<file path="src/rtl/ram_port_arbiter.sv">
// ram_port_arbiter
// Shares one port of a block RAM between NREQ requesters. A round-robin
// arbiter issues at most one access per cycle. Read data comes back after
// the RAM's fixed LATENCY and is steered to the requester that issued the
// read. After reset the block can optionally zero-fill every word before
// any requester is served.
//
// Ports
//   clk, rst    clock, asynchronous active-high reset
//   req_valid   per-requester request
//   req_we      per-requester write (1) / read (0)
//   req_addr    per-requester address, requester i at [i*AW +: AW]
//   req_wdata   per-requester write data, requester i at [i*DATA_WIDTH +: DATA_WIDTH]
//   req_ready   one-hot grant; the access is issued in this cycle
//   rsp_valid   one-hot read-data strobe
//   rsp_rdata   shared read data, zero when no rsp_valid bit is set
//   busy        zero-fill sequence in progress
//   ram_en/ram_we/ram_addr/ram_din  RAM port controls
//   ram_dout    RAM port read data
module ram_port_arbiter #(
  parameter int NREQ           = 4,
  parameter int DATA_WIDTH     = 32,
  parameter int SIZE           = 1024,
  parameter int LATENCY        = 1,
  parameter int CLEAR_ON_RESET = 1,
  localparam int AW            = $clog2(SIZE)
) (
  input  logic                       clk,
  input  logic                       rst,
  input  logic [NREQ-1:0]            req_valid,
  input  logic [NREQ-1:0]            req_we,
  input  logic [NREQ*AW-1:0]         req_addr,
  input  logic [NREQ*DATA_WIDTH-1:0] req_wdata,
  output logic [NREQ-1:0]            req_ready,
  output logic [NREQ-1:0]            rsp_valid,
  output logic [DATA_WIDTH-1:0]      rsp_rdata,
  output logic                       busy,
  output logic                       ram_en,
  output logic                       ram_we,
  output logic [AW-1:0]              ram_addr,
  output logic [DATA_WIDTH-1:0]      ram_din,
  input  logic [DATA_WIDTH-1:0]      ram_dout
);

  localparam int IW = (NREQ > 1) ? $clog2(NREQ) : 1;
  localparam logic [AW-1:0] CLEAR_LAST = AW'(SIZE - 1);
  localparam logic [IW-1:0] PTR_LAST   = IW'(NREQ - 1);

  typedef enum logic [0:0] {
    ST_CLEAR = 1'b0,
    ST_RUN   = 1'b1
  } state_t;

  state_t          state_r;
  state_t          state_next_s;
  logic [AW-1:0]   clear_cnt_r;
  logic [IW-1:0]   rr_ptr_r;
  logic            gnt_found_s;
  logic [IW-1:0]   gnt_id_s;
  logic            grant_s;
  logic            pipe_vld_r [LATENCY];
  logic [IW-1:0]   pipe_id_r  [LATENCY];

  // State register; reset lands in CLEAR only when zero-fill is enabled.
  always_ff @(posedge clk or posedge rst) begin
    if (rst) begin
      state_r <= (CLEAR_ON_RESET != 0) ? ST_CLEAR : ST_RUN;
    end else begin
      state_r <= state_next_s;
    end
  end

  // Next-state logic: leave CLEAR once the last address has been written.
  always_comb begin
    state_next_s = state_r;
    case (state_r)
      ST_CLEAR: begin
        if (clear_cnt_r == CLEAR_LAST) begin
          state_next_s = ST_RUN;
        end else begin
          state_next_s = ST_CLEAR;
        end
      end
      ST_RUN:  state_next_s = ST_RUN;
      default: state_next_s = ST_RUN;
    endcase
  end

  // Zero-fill address counter; restarts from 0 on every reset.
  always_ff @(posedge clk or posedge rst) begin
    if (rst) begin
      clear_cnt_r <= {AW{1'b0}};
    end else if (state_r == ST_CLEAR) begin
      clear_cnt_r <= (clear_cnt_r == CLEAR_LAST) ? {AW{1'b0}} : clear_cnt_r + AW'(1);
    end else begin
      clear_cnt_r <= clear_cnt_r;
    end
  end

  // Round-robin search: first valid requester at or after rr_ptr, wrapping.
  always_comb begin
    gnt_found_s = 1'b0;
    gnt_id_s    = {IW{1'b0}};
    for (int i = 0; i < NREQ; i++) begin
      int raw_idx;
      int idx;
      raw_idx = int'(rr_ptr_r) + i;
      if (raw_idx >= NREQ) begin
        idx = raw_idx - NREQ;
      end else begin
        idx = raw_idx;
      end
      if (!gnt_found_s && req_valid[idx]) begin
        gnt_found_s = 1'b1;
        gnt_id_s    = IW'(idx);
      end else begin
        gnt_found_s = gnt_found_s;
      end
    end
  end

  assign grant_s = (state_r == ST_RUN) && gnt_found_s && !rst;

  // Pointer moves just past the winner; it holds while the port is idle.
  always_ff @(posedge clk or posedge rst) begin
    if (rst) begin
      rr_ptr_r <= {IW{1'b0}};
    end else if (grant_s) begin
      rr_ptr_r <= (gnt_id_s == PTR_LAST) ? {IW{1'b0}} : gnt_id_s + IW'(1);
    end else begin
      rr_ptr_r <= rr_ptr_r;
    end
  end

  // Port drive: zero-fill writes in CLEAR, the granted access in RUN.
  // Everything is forced low while rst is high, including the grant.
  always_comb begin
    req_ready = {NREQ{1'b0}};
    busy      = 1'b0;
    ram_en    = 1'b0;
    ram_we    = 1'b0;
    ram_addr  = {AW{1'b0}};
    ram_din   = {DATA_WIDTH{1'b0}};
    if (rst) begin
      busy = 1'b0;
    end else begin
      case (state_r)
        ST_CLEAR: begin
          busy     = 1'b1;
          ram_en   = 1'b1;
          ram_we   = 1'b1;
          ram_addr = clear_cnt_r;
        end
        ST_RUN: begin
          if (grant_s) begin
            req_ready[gnt_id_s] = 1'b1;
            ram_en   = 1'b1;
            ram_we   = req_we[gnt_id_s];
            ram_addr = req_addr[int'(gnt_id_s)*AW +: AW];
            ram_din  = req_wdata[int'(gnt_id_s)*DATA_WIDTH +: DATA_WIDTH];
          end else begin
            ram_en = 1'b0;
          end
        end
        default: begin
          busy = 1'b0;
        end
      endcase
    end
  end

  // Read-tag pipeline, as deep as the RAM latency; reset drops in-flight reads.
  always_ff @(posedge clk or posedge rst) begin
    if (rst) begin
      for (int k = 0; k < LATENCY; k++) begin
        pipe_vld_r[k] <= 1'b0;
        pipe_id_r[k]  <= {IW{1'b0}};
      end
    end else begin
      pipe_vld_r[0] <= grant_s && !req_we[gnt_id_s];
      pipe_id_r[0]  <= gnt_id_s;
      for (int k = 1; k < LATENCY; k++) begin
        pipe_vld_r[k] <= pipe_vld_r[k-1];
        pipe_id_r[k]  <= pipe_id_r[k-1];
      end
    end
  end

  // Response steering; the shared data bus is zero when nothing returns.
  always_comb begin
    rsp_valid = {NREQ{1'b0}};
    rsp_rdata = {DATA_WIDTH{1'b0}};
    if (pipe_vld_r[LATENCY-1] && !rst) begin
      rsp_valid[pipe_id_r[LATENCY-1]] = 1'b1;
      rsp_rdata = ram_dout;
    end else begin
      rsp_rdata = {DATA_WIDTH{1'b0}};
    end
  end

endmodule
</file>
<file path="config.mk">
export PLATFORM = sky130hd
export DESIGN_NAME = ram_port_arbiter
export DESIGN_NICKNAME = d
export VERILOG_FILES = /design/src/rtl/ram_port_arbiter.sv
export SDC_FILE = /design/constraint.sdc
export NUM_CORES = 1
export LEC_CHECK = 0
export CAP_MARGIN = 20
export CELL_PAD_IN_SITES_DETAIL_PLACEMENT = 1
export CELL_PAD_IN_SITES_GLOBAL_PLACEMENT = 2
export CORE_MARGIN = 1
export CORE_UTILIZATION = 13
export DETAILED_ROUTE_END_ITERATION = 8
export GPL_TIMING_DRIVEN = 1
export PLACE_DENSITY_LB_ADDON = 0.05
export RECOVER_POWER = 25
export SLEW_MARGIN = 20
export SYNTH_ARGS = -nofsm -noshare
export SYNTH_HDL_FRONTEND = slang
export SYNTH_SLANG_ARGS = --single-unit
</file>
<file path="constraint.sdc">
create_clock -name clk -period 3.1 [get_ports clk]
set_clock_uncertainty 0.05 [all_clocks]
set_input_delay 0.31 -clock clk [delete_from_list [all_inputs] [get_ports clk]]
set_output_delay 0.31 -clock clk [all_outputs]
set_load 0.005 [all_outputs]
</file>
==> summary.md, run 1 <==
| Metric | Value |
|---|---|
| Outcome | `complete, no violations` |
| Complex-gate fraction of the synthesized area | `0.112` |
| XOR/XNOR Fraction of Synth Area | `0.0269` |
| FF-to-FF Start | `rr_ptr_r[1]$_DFFE_PP0P_` |
| Routed Antenna Nets | `0` |
| Worst Hold Class | `register to register` |
| Area contributors post-synth | `mux4_2 (29%), and2_1 (16%), dfrtp_1 (15%), a211oi_1 (5.2%), nand2_1 (4.8%)` |
| Clock transition at the registers of the reported paths | `0.05 ns` |
| Initial Util | `0.133` |
| Largest net degree at the start of global routing | `37` |
| Dpl hpwl | `13.7 mm` |
| Initial DRC Count | `93` |
| Global Route Usage Sum | `0.152` |
| RSZ-0062 raised after global routing | `true` |
| Simple-gate area share of the yosys netlist | `0.328` |
| Period minus WS final | `3.07 ns` |
| Seq/Total Area, Yosys | `0.154` |
| Die Span X | `144 µm` |
| Drc violations | `0` |
| Multi-input gate area | `0.00208 mm²` |
| First-pass GRT wire length | `23.4 mm` |
| R2R Setup Slk | `1.06 ns` |
| P&R area growth vs syn | `144%` |
| Syn nets | `504` |
| GR Overflow Total | `0` |
| Number of synthesized register bits | `16` |
| First-pass DRT Iterations | `3` |
| CTS Sinks | `16` |
| Max Clock Freq | `326 MHz` |
| Critical path class | `register to output port` |
| Synth Area in Adders | `0.0240` |
| Largest family of logic cells by synthesized area | `simple AND/OR/NAND/NOR gates` |
| Clock Path Buffers | `2` |
| Final Util | `0.326` |
| Count leader, synth | `and2_1` |
| Initial antenna violation count | `1` |
| Pins over their slew limit | `0` |
| Worst Path Required | `2.74 ns` |
| Crit path capture type | `output port` |
| Drt via density | `4.10` |
| Dpl cells | `852` |
| Hold Fails Final Rpt | `0` |
| Routed WL | `15.9 mm` |
| Tightest Pin Transition | `0.886 ns` |
| Core Box Area | `0.0195 mm²` |
| Leading area contributor after synthesis | `mux4_2` |
| TritonCTS clock tree | `done` |
| Post-synth EDFFs | `0` |
| # IOs | `295` |
| Synth cell count leaders | `and2_1 (68), mux4_2 (34), nand2_1 (33)` |
| Slew HR | `0.409` |
| Synthesized area per cell | `9.02 µm²` |
| CTS Buf Count | `3` |
| CP Launch Type | `register` |
| CP Max Fanout | `8` |
| Max_cap viols | `0` |
| CTS Hold Bufs | `0` |
| Hold wc startpoint | `clear_cnt_r[4]$_DFFE_PP0N_` |
| Ys async rst share | `1.00` |
| Non-Filler Instances | `865` |
| Final setup viols | `0` |
| Fill cells | `2254` |
| H-tree depth | `1` |
| Worst hold endpoint | `clear_cnt_r[4]$_DFFE_PP0N_` |
| Via count | `3545` |
| Worst vdd ir | `0.142 mV` |
| Wirelength per Cell | `18.4 µm` |
| Synth Instances | `289` |
| Post-synth top flop | `dfrtp_1` |
| I/O Buffers | `294` |
| Post-synthesis mux area share | `0.298` |
| Leak Pwr | `2.49 nW` |
| Vias in the first global route | `3869` |
| Sequential Area | `402 µm²` |
| Post-Synthesis Cell Area | `0.00261 mm²` |
| DIE AREA | `0.0206 mm²` |
| Die height | `144 µm` |
| Synth warn | `0` |
| Skew-Pair Late Insertion Delay | `0.25 ns` |
| Synth top area share | `0.294` |
| # nets final | `815` |
| Hold Path Depth | `1` |
| Reg-to-reg endpoint | `pipe_vld_r$_DFF_PP0_` |
| R2R cell count | `7` |
| Layout cells sized above 1 | `0.139` |
| Critical Path AT | `2.71 ns` |
| Pwr dens | `159 mW/mm²` |
| Cell Rows | `51` |
| CTS root buf | `clkbuf_16` |
| Synth unique cells | `39` |
| RePlAce Congestion | `0.771` |
| Period utilisation layout | `0.989` |
[registers in the layout, summed over array words and instances, names as in the netlist]
name	count
pipe_vld_r	1
rr_ptr_r	2
pipe_id_r	2
state_r	1
clear_cnt_r	10
[logic make-up after synthesis]
family / Yosys count
buffers and inverters: 29
AO/OA/AOI/OAI: 41
XOR/XNOR: 8
flip-flops: 16
adder cells (fa/ha/maj): 5
AND/OR/NAND/NOR: 155
multiplexers: 35
[cells in the final DEF, fill, tap and decap left out, types with 10 or more instances in the layout]
cell             count
mux4_2              34
and2_1              68
nor2_1              10
dfrtp_1             15
a211oi_1            15
o31ai_1             10
buf_12              14
clkdlybuf4s50_1    282
nor3_1              18
nand2_1             33
buf_4               18
[critical path, stage by stage, from the launching register on]
cell and delay (ns):
dfrtp_2 0.44, mux2i_1 0.14, or2_2 0.28, and3_4 0.17, inv_8 0.10, buf_12 0.15, mux4_2 0.54, and2_1 0.19
clkdlybuf4s50_1 0.44
[worst max-delay path by stage]
stage / from / endpoint / slack (ns) / cells after the start
2_1_floorplan: rr_ptr_r[1]$_DFFE_PP0P_ / ram_din[10] / 0.77 / 8
3_3_place_gp: req_valid[2] / ram_din[22] / -0.11 / 9
3_5_place_dp: req_valid[2] / ram_we / -0.12 / 9
4_1_cts: rr_ptr_r[1]$_DFFE_PP0P_ / ram_addr[0] / 0.004 / 8
5_1_grt: rr_ptr_r[1]$_DFFE_PP0P_ / ram_din[22] / -0.04 / 8
6_report: rr_ptr_r[1]$_DFFE_PP0P_ / ram_din[22] / 0.03 / 8
[power breakdown]
group / internal (mW) / switching [mW] / total, mW / leakage [nW]
clock network: 0.196 / 0.0827 / 0.279 / 0.0442
logic: 0.379 / 0.139 / 0.519 / 2.24
registers: 0.211 / 0.00148 / 0.212 / 0.205
[cell type report]
class	instances	share of cell area
clock buffer	4	0.0140
multi-input combinational	244	0.327
sequential	16	0.0632
antenna	1	0.000393
timing repair buffer	330	0.539
inverter	5	0.00413
tap	265	0.0521
[metal layers]
layer | wire length, µm | vias to the layer above | part of all wire | track usage
met2 | 8540 | 148 | 0.54 | 0.296
li1 | - | 1687 | - | -
met5 | 0 | - | 0 | 0
met3 | 1210 | 2 | 0.076 | 0.0380
met1 | 6100 | 1708 | 0.38 | 0.170
met4 | 67 | 0 | 0.0042 | 0.0123
[metrics by stage]
step	setup TNS, ns	worst slack, ns	total power, mW	area (µm²)	hold slack [ns]
after global placement	-1.77	-0.106	0.715	6130	0.443
after floorplan	0	0.767	0.379	2610	0.182
final	0	0.0342	1.01	6360	0.449
after detailed placement	-2.48	-0.125	0.722	6130	0.441
after CTS	0	0.00377	1.02	6280	0.446
after global routing	-0.0523	-0.0377	1.06	6360	0.475
[what timing repair did]
item / CTS / global route
resized for setup: 11 / 8
hold endpoints to repair: 0 / 0
setup buffers: 2 / 4
endpoints found under the setup margin: 36 / 17
gates cloned: 1 / 1
(Power assumes the default switching activity.)
==> run 2: changes to the inputs <==
--- a/config.mk
+++ b/config.mk
@@ -11,7 +11,6 @@
 export CORE_MARGIN = 1
 export CORE_UTILIZATION = 13
 export DETAILED_ROUTE_END_ITERATION = 8
-export GPL_TIMING_DRIVEN = 1
 export PLACE_DENSITY_LB_ADDON = 0.05
 export RECOVER_POWER = 25
 export SLEW_MARGIN = 20
==> results of run 2 <==
The final DEF is identical to that of run 1; final timing and power are the same.
